<file path="src/rtl/serial_add_pkg.sv">
// rtl/serial_add_pkg.sv - shared types and constants for the serial adder front end
// Contents: state_t (driver FSM states), DEFAULT_N (default operand width),
//           CNT_W (bit counter width for DEFAULT_N), cnt_width() (counter width for any N).
package serial_add_pkg;

    localparam int DEFAULT_N = 8;
    localparam int CNT_W = $clog2(DEFAULT_N + 1);

    typedef enum logic [2:0] {
        IDLE,
        CLEAR,
        SHIFT,
        CAPT,
        DONE
    } state_t;

    function automatic int cnt_width(input int n);
        return $clog2(n + 1);
    endfunction

endpackage

</file>
<file path="src/rtl/serial_add_if.sv">
// rtl/serial_add_if.sv - parallel load/result handshake bundle of serial_add_driver
// Signals: load_valid/load_ready, op_a, op_b, cin (operand request),
//          sum, cout_out, res_valid/res_ready (result).
// Modports: master = producer/consumer side, slave = serial_add_driver side.
interface serial_add_if import serial_add_pkg::*; #(
    parameter int N = DEFAULT_N
) ();

    logic         load_valid;
    logic         load_ready;
    logic [N-1:0] op_a;
    logic [N-1:0] op_b;
    logic         cin;
    logic [N-1:0] sum;
    logic         cout_out;
    logic         res_valid;
    logic         res_ready;

    modport master (
        output load_valid, op_a, op_b, cin, res_ready,
        input  load_ready, sum, cout_out, res_valid
    );

    modport slave (
        input  load_valid, op_a, op_b, cin, res_ready,
        output load_ready, sum, cout_out, res_valid
    );

endinterface

</file>
<file path="src/rtl/serial_shreg.sv">
// rtl/serial_shreg.sv - W-bit loadable shift register with direction select
// Ports: clk, rst (sync, active-high), load/load_val (parallel load, wins over shift),
//        shift_en, dir_left (1 = shift toward MSB, 0 = toward LSB), ser_in,
//        q (parallel contents), ser_out (bit leaving in the selected direction).
module serial_shreg #(
    parameter int W = 8
) (
    input  logic         clk,
    input  logic         rst,
    input  logic         load,
    input  logic [W-1:0] load_val,
    input  logic         shift_en,
    input  logic         dir_left,
    input  logic         ser_in,
    output logic [W-1:0] q,
    output logic         ser_out
);

    always_ff @(posedge clk) begin
        if (rst) begin
            q <= '0;
        end else if (load) begin
            q <= load_val;
        end else if (shift_en) begin
            if (dir_left) begin
                q <= {q[W-2:0], ser_in};
            end else begin
                q <= {ser_in, q[W-1:1]};
            end
        end
    end

    assign ser_out = dir_left ? q[W-1] : q[0];

endmodule

</file>
<file path="src/rtl/serial_add_driver.sv">
// rtl/serial_add_driver.sv - parallel front end for the bit-serial full adder
// Ports: CLK, rst (sync, active-high); bus (serial_add_if.slave: operand load and
//        result handshakes); ser_start, ser_rst, ser_a, ser_b, ser_cin (to adder);
//        ser_s, ser_cout (from adder); err (only with SERIAL_ADD_CHECK_EN).
// Optional: SERIAL_ADD_CHECK_EN adds a parallel reference adder and a sticky err flag.
module serial_add_driver import serial_add_pkg::*; #(
    parameter int N = DEFAULT_N
) (
    input  logic      CLK,
    input  logic      rst,
    serial_add_if.slave bus,
    output logic      ser_start,
    output logic      ser_rst,
    output logic      ser_a,
    output logic      ser_b,
    output logic      ser_cin,
    input  logic      ser_s,
    input  logic      ser_cout
`ifdef SERIAL_ADD_CHECK_EN
    ,
    output logic      err
`endif
);

    localparam int CW = cnt_width(N);

    state_t        state;
    logic [CW-1:0] cnt;
    logic          load_ready_q;
    logic          res_valid_q;
    logic          cout_q;
    logic          accept;
    logic          sum_shift;
    logic [N-1:0]  sum_q;
    logic [N-1:0]  a_par_unused;
    logic [N-1:0]  b_par_unused;
    logic          sum_ser_unused;

    // load_ready_q is only ever high in IDLE, so it doubles as the state qualifier.
    assign accept = load_ready_q && bus.load_valid;

    // The adder answers one cycle late: the first SHIFT cycle has no sum bit yet,
    // and the last bit arrives during CAPT.
    assign sum_shift = ((state == SHIFT) && (cnt != '0)) || (state == CAPT);

    serial_shreg #(.W(N)) u_a_sh (
        .clk      (CLK),
        .rst      (rst),
        .load     (accept),
        .load_val (bus.op_a),
        .shift_en (state == SHIFT),
        .dir_left (1'b0),
        .ser_in   (1'b0),
        .q        (a_par_unused),
        .ser_out  (ser_a)
    );

    serial_shreg #(.W(N)) u_b_sh (
        .clk      (CLK),
        .rst      (rst),
        .load     (accept),
        .load_val (bus.op_b),
        .shift_en (state == SHIFT),
        .dir_left (1'b0),
        .ser_in   (1'b0),
        .q        (b_par_unused),
        .ser_out  (ser_b)
    );

    // Sum bits enter at the MSB; after N shifts bit 0 has reached the LSB.
    serial_shreg #(.W(N)) u_sum_sh (
        .clk      (CLK),
        .rst      (rst),
        .load     (1'b0),
        .load_val ('0),
        .shift_en (sum_shift),
        .dir_left (1'b0),
        .ser_in   (ser_s),
        .q        (sum_q),
        .ser_out  (sum_ser_unused)
    );

    always_ff @(posedge CLK) begin
        if (rst) begin
            state        <= IDLE;
            cnt          <= '0;
            load_ready_q <= 1'b1;
            res_valid_q  <= 1'b0;
            ser_start    <= 1'b0;
            ser_rst      <= 1'b0;
            ser_cin      <= 1'b0;
            cout_q       <= 1'b0;
        end else begin
            case (state)
                IDLE: begin
                    if (accept) begin
                        state        <= CLEAR;
                        load_ready_q <= 1'b0;
                        ser_rst      <= 1'b1;
                        ser_cin      <= bus.cin;
                        cnt          <= '0;
                    end
                end
                CLEAR: begin
                    ser_rst   <= 1'b0;
                    ser_start <= 1'b1;
                    state     <= SHIFT;
                end
                SHIFT: begin
                    if (cnt == CW'(N - 1)) begin
                        ser_start <= 1'b0;
                        state     <= CAPT;
                    end else begin
                        cnt <= cnt + 1'b1;
                    end
                end
                CAPT: begin
                    cout_q      <= ser_cout;
                    res_valid_q <= 1'b1;
                    state       <= DONE;
                end
                DONE: begin
                    if (bus.res_ready) begin
                        res_valid_q  <= 1'b0;
                        load_ready_q <= 1'b1;
                        ser_cin      <= 1'b0;
                        state        <= IDLE;
                    end
                end
                default: state <= IDLE;
            endcase
        end
    end

    assign bus.load_ready = load_ready_q;
    assign bus.res_valid  = res_valid_q;
    assign bus.sum        = sum_q;
    assign bus.cout_out   = cout_q;

`ifdef SERIAL_ADD_CHECK_EN
    logic [N-1:0] chk_a;
    logic [N-1:0] chk_b;
    logic [N:0]   chk_sum;
    logic [N:0]   ser_result;

    assign chk_sum    = {1'b0, chk_a} + {1'b0, chk_b} + {{N{1'b0}}, ser_cin};
    // What {cout_out, sum} will hold once the CAPT edge has taken the last bit.
    assign ser_result = {ser_cout, ser_s, sum_q[N-1:1]};

    always_ff @(posedge CLK) begin
        if (rst) begin
            chk_a <= '0;
            chk_b <= '0;
            err   <= 1'b0;
        end else begin
            if (accept) begin
                chk_a <= bus.op_a;
                chk_b <= bus.op_b;
            end
            if ((state == CAPT) && (chk_sum != ser_result)) begin
                err <= 1'b1;
            end
        end
    end
`endif

endmodule

</file>
<file path="src/flat_wrapper.sv">
// flat-port wrapper written by rule: the top's interface ports become plain ports
module serial_add_driver_flat import serial_add_pkg::*;
#(
    parameter int N = DEFAULT_N
)
  (CLK, rst, ser_start, ser_rst, ser_a, ser_b, ser_cin, ser_s, ser_cout, bus_load_valid, bus_op_a, bus_op_b, bus_cin, bus_res_ready, bus_load_ready, bus_sum, bus_cout_out, bus_res_valid);
  serial_add_if #(.N(N)) bus_i ();
  input  logic CLK;
  input  logic rst;
  output logic ser_start;
  output logic ser_rst;
  output logic ser_a;
  output logic ser_b;
  output logic ser_cin;
  input  logic ser_s;
  input  logic ser_cout;
  input wire logic [$bits(bus_i.load_valid)-1:0] bus_load_valid;
  input wire logic [$bits(bus_i.op_a)-1:0] bus_op_a;
  input wire logic [$bits(bus_i.op_b)-1:0] bus_op_b;
  input wire logic [$bits(bus_i.cin)-1:0] bus_cin;
  input wire logic [$bits(bus_i.res_ready)-1:0] bus_res_ready;
  output wire logic [$bits(bus_i.load_ready)-1:0] bus_load_ready;
  output wire logic [$bits(bus_i.sum)-1:0] bus_sum;
  output wire logic [$bits(bus_i.cout_out)-1:0] bus_cout_out;
  output wire logic [$bits(bus_i.res_valid)-1:0] bus_res_valid;
  assign bus_i.load_valid = bus_load_valid;
  assign bus_i.op_a = bus_op_a;
  assign bus_i.op_b = bus_op_b;
  assign bus_i.cin = bus_cin;
  assign bus_i.res_ready = bus_res_ready;
  assign bus_load_ready = bus_i.load_ready;
  assign bus_sum = bus_i.sum;
  assign bus_cout_out = bus_i.cout_out;
  assign bus_res_valid = bus_i.res_valid;
  serial_add_driver #(.N(N)) u_core (.CLK(CLK), .rst(rst), .bus(bus_i), .ser_start(ser_start), .ser_rst(ser_rst), .ser_a(ser_a), .ser_b(ser_b), .ser_cin(ser_cin), .ser_s(ser_s), .ser_cout(ser_cout));
endmodule
</file>
<file path="config.mk">
export PLATFORM = sky130hd
export DESIGN_NAME = serial_add_driver_flat
export DESIGN_NICKNAME = d
export VERILOG_FILES = /design/src/rtl/serial_add_pkg.sv /design/src/rtl/serial_add_if.sv /design/src/rtl/serial_shreg.sv /design/src/rtl/serial_add_driver.sv /design/src/flat_wrapper.sv
export SDC_FILE = /design/constraint.sdc
export NUM_CORES = 1
export LEC_CHECK = 0
export ABC_AREA = 1
export ABC_CLOCK_PERIOD_IN_PS = 1270
export CAP_MARGIN = 20
export CORE_ASPECT_RATIO = 1.4
export CORE_MARGIN = 1.5
export CORE_UTILIZATION = 38
export DETAILED_ROUTE_END_ITERATION = 6
export PLACE_DENSITY = 0.68
export SKIP_CTS_REPAIR_TIMING = 1
export SYNTH_ARGS = -nofsm -noshare
export SYNTH_HDL_FRONTEND = slang
export SYNTH_SLANG_ARGS = --single-unit
</file>
<file path="constraint.sdc">
create_clock -name CLK -period 1.27 [get_ports CLK]
set_clock_uncertainty 0.05 [all_clocks]
set_input_delay 0.254 -clock CLK [delete_from_list [all_inputs] [get_ports CLK]]
set_output_delay 0.254 -clock CLK [all_outputs]
set_load 0.02 [all_outputs]
</file>
# After elaboration in Yosys (flattened, before gate mapping)
# Cells that the tools add are included.
# Widths: inputs -> output; s select.
[op_classes]
add_sub_neg = 1
eq_ne = 9
n_mux = 22
reduce_logical = 17
[ops]
columns = ["operator", "count"]
rows = [
  ["$mux 8", 4],
  ["$pmux 3 s5", 1],
  ["$reduce_bool 2->1", 6],
  ["$pmux 1 s2", 5],
  ["$mux 3", 3],
  ["$reduce_and 3->1", 3],
  ["$mux 4", 2],
  ["$pmux 4 s2", 1],
  ["$eq 3x2->1 const B", 2],
  ["$mux 1", 6],
  ["$reduce_and 2->1", 3],
  ["$add 4x1->4 const B", 1],
  ["$eq 4x3->1 const B", 1],
  ["$ne 2x1->1 const B", 2],
  ["$ne 2x2->1 const B", 2],
  ["$reduce_bool 4->1", 1],
  ["$eq 3x1->1 const B", 1],
  ["$eq 3x3->1 const B", 1],
  ["$logic_not 3->1", 1],
  ["$logic_and 1x1->1", 2],
  ["$logic_or 1x1->1", 1],
]
[totals]
register_bits = 37
in_bits = 23
output_inout_bits = 16
wordCells = 60

# Logic depth before layout (Yosys ltp)
# Gate-level depths: netlist of the first run.
[logic_depth]
depth_word = 3
ltp_mapped = 8
ltp_nobuf = 8

# Cells and area by module
# Synthesis of the first run repeated with hierarchy kept, for this count alone.
[hier_totals]
cells_unflattened = 330
area_unflattened_um2 = 2172.1
[by_module_without_submodules]
columns = ["module", "n_inst", "cells_per_inst", "area_each_um2", "seq_area_each_um2"]
rows = [
  ["serial_shreg", 3, 82, 501.7, 160.2],
  ["serial_add_driver", 1, 84, 666.9, 260.2],
]

# Worst setup path after synthesis of the first run
# No wires, ideal clock.
[synth_timing]
kind = "flip-flop to flip-flop"
from = "register u_core.load_ready_q, in the netlist u_core.bus.load_ready"
to = "register u_core.u_a_sh.q[1]"
setup_ns = 0.132
t_arrival_ns = 1.208
required_time_ns = 1.088
setup_slack_ns = -0.120
stages_incl_launch_ff = 8
path_buffers = 2
synth_period_minus_slack_ns = 1.390
path_cell_list = "dfxtp_1 > nand2_2 > inv_1 > buf_4 > buf_2 > nor2_1 > a21boi_0 > a21oi_1"
[synth_between]
elab_chain_len = 2
word_cells_on_any_way = 3
cone_classes = "mux (1); reduce/logical (2)"
[synth_rtl]
columns = ["element", "line_no", "text"]
rows = [
  ["from (decl)", "serial_add_driver.sv:29", "logic load_ready_q;"],
  ["from (signal assigned)", "serial_add_driver.sv:87", "load_ready_q <= 1'b1;"],
  ["from (signal assigned)", "serial_add_driver.sv:98", "load_ready_q <= 1'b0;"],
  ["from (signal assigned)", "serial_add_driver.sv:125", "load_ready_q <= 1'b1;"],
  ["$logic_and 1x1->1 *", "serial_add_driver.sv:40", "assign accept = load_ready_q && bus.load_valid;"],
  ["$mux 8 or $reduce_bool 2->1 (tied branches)", "-", ""],
  ["to (signal assigned)", "serial_shreg.sv:23", "q <= load_val;"],
  ["to (signal assigned)", "serial_shreg.sv:26", "q <= {q[W-2:0], ser_in};"],
  ["to (signal assigned)", "serial_shreg.sv:28", "q <= {ser_in, q[W-1:1]};"],
  ["to (decl)", "serial_shreg.sv:15", "output logic [W-1:0] q,"],
]
# Every way passes the cells marked *; elsewhere a longest branch is shown, timed or not.
# A chain may end at the register's enable or synchronous reset.

# Worst setup path after layout of the first run
[layout_timing]
from = "input port bus_load_valid"
to = "register u_core.u_b_sh.q[1]"
[layout_between]
elab_chain_len = 2
word_cells_on_any_way = 3
cone_classes = "mux (1); reduce/logical (2)"
[layout_rtl]
columns = ["element", "line_no", "text"]
rows = [
  ["from (decl)", "flat_wrapper.sv:17", "input wire logic [$bits(bus_i.load_valid)-1:0] bus_load_valid;"],
  ["$logic_and 1x1->1 *", "serial_add_driver.sv:40", ""],
  ["$mux 8 or $reduce_bool 2->1 (tied branches)", "-", ""],
  ["to (signal assigned)", "serial_shreg.sv:23", ""],
  ["to (signal assigned)", "serial_shreg.sv:26", ""],
  ["to (signal assigned)", "serial_shreg.sv:28", ""],
  ["to (decl)", "serial_shreg.sv:15", ""],
]
# Marks and branches as above.

==> results of run 1 <==
## where the power goes
part | leakage, nW | internal, mW | switching, mW
registers | 0.305 | 1.40 | 0.142
logic | 0.915 | 0.988 | 1.16
clock network | 0.0450 | 0.380 | 0.406
total | 1.26 | 2.77 | 1.71
## cells by family (layout without fill, tap and decap cells)
group                      count (synthesis)  after routing  share of synthesized area
AOI/OAI and AO/OA                         53             53                     0.1763
adders and majority gates                  2              2                    0.01493
buffers and inverters                     34             96                    0.08812
DFF                                       37             37                     0.4421
and+or+nand+nor                          111            111                     0.2786
## final timing paths
kind	startpoint	to	slack [ps]	cells after the start
max	bus_load_valid	u_core.u_b_sh.q[1]	20	6
max reg2reg	u_core.state[2]	u_core.u_b_sh.q[0]	60	6
min	u_core.bus.res_valid	u_core.bus.res_valid	410	2
min reg2reg	u_core.bus.res_valid	u_core.bus.res_valid	410	2
## cells in the mapped netlist
cell,n
a21boi_0,11
a21boi_1,1
a21oi_1,35
buf_2,4
buf_4,2
buf_6,1
clkbuf_1,3
dfxtp_1,37
ha_1,2
inv_1,22
inv_2,2
nand2_1,60
nand2_2,3
nand3_1,17
nand3_2,1
nand4_1,1
nor2_1,23
nor2_2,1
nor3_1,2
o21ai_0,6
or2_2,3
## layout make-up
class                           instances  area, um^2
Inverter                               24       92.59
Clock buffer                            6       72.57
Clock inverter                          2       10.01
Fill cell                             383        1682
Tap cell                               60       75.07
Multi-Input combinational cell        166       877.1
Sequential cell                        37       752.0
Timing Repair Buffer                   64       678.2
## metal layers
metal  vias to the layer above  track usage  share of wire
li1                        886            -              -
met1                       757       0.1961           0.45
met2                        31       0.2767           0.49
met3                         7      0.04409          0.041
met4                         0      0.06818          0.017
met5                         -            0              0
## flip-flops by register name (all words and copies together), names as in the netlist
| signal | cells |
|---|---|
| u_core.ser_rst | 1 |
| u_core.bus.res_valid | 1 |
| u_core.bus.cout_out | 1 |
| u_core.cnt | 4 |
| u_core.u_sum_sh.q | 8 |
| u_core.ser_cin | 1 |
| u_core.bus.load_ready | 1 |
| u_core.ser_start | 1 |
| u_core.state | 3 |
| u_core.u_a_sh.q | 8 |
| u_core.u_b_sh.q | 8 |
## worst max-delay path: cells and delay by family
family,cells,cell delay (ps)
and+or+nand+nor,2,340
AOI/OAI and AO/OA,2,150
buffers and inverters,2,630
## through the flow
step | hold slack, ps | utilization | TNS [ps]
4_1_cts | 416.6 | 0.5620 | -4824
2_1_floorplan | 281.3 | - | 0
3_3_place_gp | 401.8 | 0.5425 | -5507
5_1_grt | 428.0 | 0.6033 | -92.97
6_report | 410.2 | 0.6033 | 0
3_5_place_dp | 405.6 | 0.5425 | -5717
==> results.json, run 1 <==
{
  "post-dp-hpwl_mm": 2.617,
  "grt_pass1_wl_mm": 6.203,
  "drtIter0Drc": 50,
  "hold_violations": 0,
  "final_common_cell": "nand2_1",
  "grt_pass1_vias": 1483,
  "syn-mean-instance-area_um2": 7.069,
  "clock.fmax_mhz": 800.7,
  "synth_seq_cells": 37,
  "fin_cells": 359,
  "avgRoutedWirePerCell_um": 10.57,
  "power.total_mw": 4.477,
  "root_buffer": "clkbuf_8",
  "fin_crit_sh": 0.9834,
  "placed_cells": 350,
  "ir_worst_vdd_mv": 1.053,
  "core-area_um2": 4239,
  "ys_types": 21,
  "clk_pin_slew_ps": 70,
  "clk_path_buf_depth": 2,
  "path_cells": "clkdlybuf4s50_1 > nand2_2 > buf_4 > or2_2 > o21ai_0 > a21oi_1",
  "synth_area_um2": 1675,
  "cp.arrival_ps": 1380,
  "finalCriticalPeriod_ps": 1249,
  "initial_utilization": 0.3952,
  "power_leakage_nw": 1.264,
  "grt_setup_unrepaired": "true",
  "grt_max_degree": 32,
  "cts-buffers-inserted": 5,
  "drcViolationCount": 0,
  "syn-num-nets": 262,
  "ys_warn_count": 0,
  "fin_area_um2": 2557,
  "powerDensity_nw_per_um2": 1751,
  "die_w_um": 59.12,
  "slowest_stage": "clkdlybuf4s50_1",
  "mostFrequentLayoutCells": "nand2_1 (55), a21oi_1 (33), dfxtp_1 (32), clkdlybuf4s50_1 (22), nor2_1 (21)",
  "max_stage_delay_ps": 470,
  "htree_levels": 2,
  "diodes": 0,
  "synth_area_leaders": "dfxtp_1 (44%), nand2_1 (13%), a21oi_1 (10%), nor2_1 (5.2%), nand3_1 (5.1%)",
  "synthCells": 237,
  "pre_cts_ws_ps": -299.6,
  "cts_tree": "yes",
  "critPathMaxFanout": 4,
  "fin_ws_ps": 21.10,
  "maxCapViolations": 0,
  "clk_latency_ps": 290,
  "yosysTopAreaCell": "dfxtp_1",
  "path_class": "in2reg",
  "grtUsageTotal": 0.1647,
  "die_h_um": 81.57,
  "port_buffers": 38,
  "cts_sinks": 37,
  "dpl_cell_area_um2": 2300,
  "overflow": 0,
  "drt-total-wl_mm": 3.794,
  "slew_viol_final": 0,
  "vias": 1681,
  "drive_above_1_share": 0.2241,
  "ant_nets": 0,
  "synthDominantCellAreaShare": 0.4421,
  "yosysSeqAreaShare": 0.4421,
  "crit_required_ps": 1400,
  "grt_antenna_before_repair": 0,
  "cp-end-kind": "flop",
  "hp-class": "reg2reg",
  "gp_congestion": 0.8083,
  "finalSetupViolCount": 0,
  "rows": 28,
  "fin_nets": 323,
  "status": "complete, no violations",
  "startpoint_type": "input pin",
  "worst_pin_slew_ps": 299.0,
  "syn2layout_area_growth_pct": 52.65,
  "pin_count": 39,
  "first_pass_iters": 4,
  "vias_per_cell": 4.682,
  "slew_headroom": 0.7999,
  "design.die.area_um2": 4822
}
Note: power is estimated with default switching activity, not from simulation.
==> run 2: changes to the inputs <==
- CORE_MARGIN: 1.5 -> 4
==> run 2 against run 1 <==
The run now ends with negative setup slack left. Via count up 2.5%. Register-to-register slack hardly changed. Sequential power about the same. Worst setup slack lost 33 ps. Total power grew 2.8%. Critical endpoint unchanged.
==> results.json, run 2 (same netlist as run 1, synthesis figures left out) <==
{
  "htree_levels": 2,
  "first_pass_iters": 4,
  "r2r.worst_path.cells": 7,
  "fin_cells": 359,
  "gp_congestion": 0.8257,
  "clk_path_buf_depth": 2,
  "fin_area_um2": 2562,
  "maxCapViolations": 0,
  "initial_utilization": 0.3952,
  "fin_ws_ps": -11.45,
  "drtIter0Drc": 69,
  "placed_cells": 350,
  "path_class": "in2reg",
  "finalSetupViolCount": 1,
  "clk_pin_slew_ps": 70,
  "drive_above_1_share": 0.2241,
  "grt_antenna_before_repair": 0,
  "cp-end-kind": "flop",
  "die_w_um": 64.12,
  "power.total_mw": 4.603,
  "startpoint_type": "input pin",
  "fin_nets": 323,
  "m1WireLength_mm": 1.763,
  "final_common_cell": "nand2_1",
  "clock.fmax_mhz": 780.4,
  "min_to": "u_core.u_a_sh.q[5]",
  "powerDensity_nw_per_um2": 1796,
  "worst_pin_slew_ps": 259.2,
  "path_cells": "clkdlybuf4s50_1 > nand2_2 > buf_6 > or2_2 > o21ai_1 > a21oi_1",
  "cts-buffers-inserted": 5,
  "dpl_cell_area_um2": 2300,
  "hp-class": "reg2reg",
  "core-area_um2": 4239,
  "status": "finished, violations left",
  "die_h_um": 86.57,
  "violations": "negative setup slack",
  "fin_crit_sh": 1.009,
  "drt-total-wl_mm": 4.117,
  "port_buffers": 38,
  "whs_path_depth": 2,
  "rows": 28,
  "pin_count": 39,
  "grt_max_degree": 32,
  "slew_viol_final": 0,
  "drcViolationCount": 0,
  "nFillCells": 394,
  "cts_sinks": 37,
  "grt_setup_unrepaired": "true",
  "dr.max_layer_used": "met4",
  "max_stage_delay_ps": 470,
  "crit_start": "bus_load_valid",
  "clk_latency_ps": 300,
  "r2r_setup_slack_ps": 50,
  "mostFrequentLayoutCells": "nand2_1 (53), a21oi_1 (32), dfxtp_1 (32), nor2_1 (22), clkdlybuf4s50_1 (22)",
  "ant_nets": 0,
  "holdCritStartpoint": "u_core.u_a_sh.q[5]",
  "cp.arrival_ps": 1420,
  "met3WireLength_um": 183,
  "vias": 1723,
  "avgRoutedWirePerCell_um": 11.47,
  "worstReg2RegEnd": "u_core.u_sum_sh.q[6]",
  "finalCriticalPeriod_ps": 1281,
  "vias_per_cell": 4.799,
  "syn2layout_area_growth_pct": 52.95,
  "post-dp-hpwl_mm": 2.784,
  "slew_headroom": 0.8265,
  "cts_tree": "yes",
  "diodes": 0,
  "routed-wl-met2_mm": 2.084,
  "overflow": 0,
  "design.die.area_um2": 5550,
  "grt_pass1_vias": 1590,
  "hold_violations": 0,
  "crit_required_ps": 1400,
  "path_buf_inv": 2,
  "slowest_stage": "clkdlybuf4s50_1",
  "grt_pass1_wl_mm": 6.575,
  "power_leakage_nw": 1.255,
  "reg2reg_from": "u_core.cnt[1]",
  "grtUsageTotal": 0.1499,
  "top_regs": "u_core.u_a_sh.q x8, u_core.u_b_sh.q x8, u_core.u_sum_sh.q x8",
  "ir_worst_vdd_mv": 1.136,
  "critPathMaxFanout": 4,
  "critical-path-top-delay-family": "buffers and inverters",
  "root_buffer": "clkbuf_8",
  "crit_cells": 6
}
==> run 2: changes by cell type in the layout (fill, tap and decap cells not counted), moves of 2 or more <==
cell | before | now
nand3_1 | 15 | 17
clkbuf_8 | 5 | 7
o21ai_1 | 0 | 3
a21boi_1 | 1 | 7
nand2_1 | 55 | 53
nand3_2 | 2 | 0
o21ai_2 | 2 | 0
a21boi_0 | 11 | 5
==> run 2: power breakdown <==
part / internal, mW / switching, mW
Sequential: 1.41 / 0.152
Combinational: 0.989 / 1.15
Clock: 0.490 / 0.421
==> run 2: worst min-delay path, stage by stage (launching register included) <==
cell	delay, ps
dfxtp_1	310
nand2_1	60
a21oi_1	50
==> run 2: worst max path at each step <==
stage | endpoint | slack (ps)
final | u_core.u_b_sh.q[1] | -10
after global routing | u_core.u_b_sh.q[2] | -20
after CTS | bus_sum[4] | -310
after detailed placement | u_core.u_b_sh.q[1] | -310
after global placement | u_core.u_b_sh.q[0] | -270
after floorplan | u_core.u_a_sh.q[1] | 20
==> run 2: layer usage <==
metal / global-route usage / up-vias
li1: - / 880
met1: 0.1614 / 807
met2: 0.2615 / 28
met3: 0.04799 / 8
met4: 0.07500 / 0
met5: 0 / -
==> run 2: through the flow <==
stage / util / setup WS, ps / setup TNS [ps] / hold WS, ps
CTS: 0.5664 / -314.0 / -4977 / 418.7
finish: 0.6045 / -11.45 / -11.45 / 413.5
global placement: 0.5425 / -271.2 / -5007 / 401.4
detailed placement: 0.5425 / -309.7 / -5418 / 403.9
global route: 0.6045 / -17.81 / -72.65 / 435.2
floorplan: - / 16.48 / 0 / 281.3
==> run 2: final cells by class <==
| type | instances | area [um^2] | share of cell area |
|---|---|---|---|
| clock buffer | 7 | 96.34 | 0.03760 |
| clock inverter | 1 | 5.005 | 0.001953 |
| timing repair buffer | 64 | 670.6 | 0.2617 |
| inverter | 24 | 95.09 | 0.03711 |
| tap | 60 | 75.07 | 0.02930 |
| multi-input combinational | 166 | 870.8 | 0.3398 |
| sequential | 37 | 749.5 | 0.2925 |
==> run 3: changes to the inputs <==
- ABC_CLOCK_PERIOD_IN_PS: 1270 -> 1500
- CORE_MARGIN: 4 -> 2
- PLACE_DENSITY: 0.68 -> 0.66
- SETUP_SLACK_MARGIN: not set -> 0.5
- clock period: 1.27 -> 1.5 ns (I/O delays scaled with it)
==> run 3 against run 2 <==
The flow now finishes without violations. Worst setup slack improved by 260 ps. Sequential power fell by 7%. Largest power group unchanged. Clock-buffer cell count did not move. Via count rose by 2.7%. Non-clock buffer count stayed put. Routed wire length increased by 14%. Largest cell class unchanged. Worst hold slack got worse by 82 ps.
==> results.json, run 3 (same netlist as run 1, synthesis figures left out) <==
{
  "powerDensity_nw_per_um2": 1624,
  "fin_nets": 324,
  "avgRoutedWirePerCell_um": 13.07,
  "vias": 1769,
  "crit_required_ps": 1680,
  "ir_worst_vdd_mv": 0.7748,
  "pin_count": 39,
  "clock.fmax_mhz": 797.2,
  "syn2layout_area_growth_pct": 72.37,
  "drive_above_1_share": 0.4867,
  "cts_sinks": 37,
  "grt_setup_unrepaired": "true",
  "gp_congestion": 0.8050,
  "cp-end-kind": "flop",
  "finalCriticalPeriod_ps": 1254,
  "grtUsageTotal": 0.1637,
  "drcViolationCount": 0,
  "rows": 28,
  "first_pass_iters": 4,
  "root_buffer": "clkbuf_8",
  "grt_pass1_wl_mm": 6.085,
  "die_h_um": 82.57,
  "power.total_mw": 4.690,
  "die_w_um": 60.12,
  "clk_path_buf_depth": 2,
  "finalSetupViolCount": 0,
  "cp.arrival_ps": 1430,
  "fin_cells": 360,
  "grt_antenna_before_repair": 0,
  "final_common_cell": "nand2_1",
  "critPathMaxFanout": 8,
  "worst_pin_slew_ps": 234.3,
  "path_class": "reg2reg",
  "diodes": 0,
  "cts_tree": "yes",
  "fin_area_um2": 2888,
  "ant_nets": 0,
  "drt-total-wl_mm": 4.704,
  "power_leakage_nw": 1.140,
  "overflow": 0,
  "slew_headroom": 0.8437,
  "setup_tns_ps": 0,
  "grt_pass1_vias": 1431,
  "clk_pin_slew_ps": 80,
  "dpl_cell_area_um2": 2175,
  "grt_max_degree": 32,
  "post-dp-hpwl_mm": 2.499,
  "status": "complete, no violations",
  "port_buffers": 38,
  "initial_utilization": 0.3952,
  "drtIter0Drc": 112,
  "fin_crit_sh": 0.8363,
  "cts-buffers-inserted": 5,
  "hold_violations": 0,
  "vias_per_cell": 4.914,
  "mostFrequentLayoutCells": "nand2_1 (40), a21oi_1 (22), clkdlybuf4s50_1 (20), buf_6 (18)",
  "placed_cells": 330,
  "htree_levels": 2,
  "top_regs": "u_core.u_a_sh.q x8, u_core.u_b_sh.q x8, u_core.u_sum_sh.q x8",
  "maxCapViolations": 0,
  "core-area_um2": 4239,
  "clk_latency_ps": 300,
  "design.die.area_um2": 4963,
  "hp-class": "in2reg",
  "startpoint_type": "flop",
  "r2r_setup_slack_ps": 250,
  "slew_viol_final": 0
}
-- run 3: cell types whose count changed in the layout (fill, tap and decap cells not counted), moves of 7 or more --
cell            delta
dfxtp_2           +10
dlymetal6s2s_1    -13
nand2_1           -13
dfxtp_1           -15
a21boi_1           -7
a21oi_2           +10
a21oi_1           -10
a21boi_2          +12
buf_6             +16
-- run 3: worst paths after layout --
path,start,end,cells after the start
setup / recovery,u_core.state[2],u_core.cnt[0],6
hold / removal,bus_res_ready,u_core.bus.load_ready,3
setup reg to reg,u_core.state[2],u_core.cnt[0],6
hold reg to reg,u_core.u_b_sh.q[7],u_core.u_b_sh.q[7],2
-- run 3: metrics by stage --
stage,utilization,hold slack [ps],setup slack [ps]
after floorplan,-,319.8,367.7
after global placement,0.5130,398.7,-78.43
after detailed placement,0.5130,400.7,-84.28
final,0.6812,331.3,245.6
after CTS,0.5369,412.0,-137.8
after global routing,0.6812,332.0,173.1
-- run 3: cell type report --
class | instances | area [um^2]
clock inverter | 1 | 5.005
inverter | 24 | 107.6
tap | 60 | 75.07
fill | 346 | 1351
multi-input combinational | 166 | 1104
clock buffer | 7 | 96.34
timing repair buffer | 64 | 708.2
sequential | 37 | 780.7
timing repair inverter | 1 | 11.26
-- run 3: worst max-delay path, stage by stage, from the launching register on --
cell	delay, ps
dfxtp_4	370
inv_4	80
nand2_4	50
nor2_4	210
buf_12	180
nand3_1	100
a21oi_2	140
-- run 3: metal layers --
metal / wire length (um) / track usage / part of all wire / up-vias
li1: - / - / - / 887
met1: 1738 / 0.1849 / 0.37 / 817
met2: 2658 / 0.2739 / 0.57 / 56
met3: 204 / 0.05140 / 0.043 / 9
met4: 104 / 0.08000 / 0.022 / 0
met5: 0 / 0 / 0 / -
-- run 3: power breakdown --
group	switching [mW]	internal (mW)	total (mW)
Sequential	0.226	1.22	1.45
Clock	0.369	0.415	0.784
Combinational	1.29	1.17	2.46
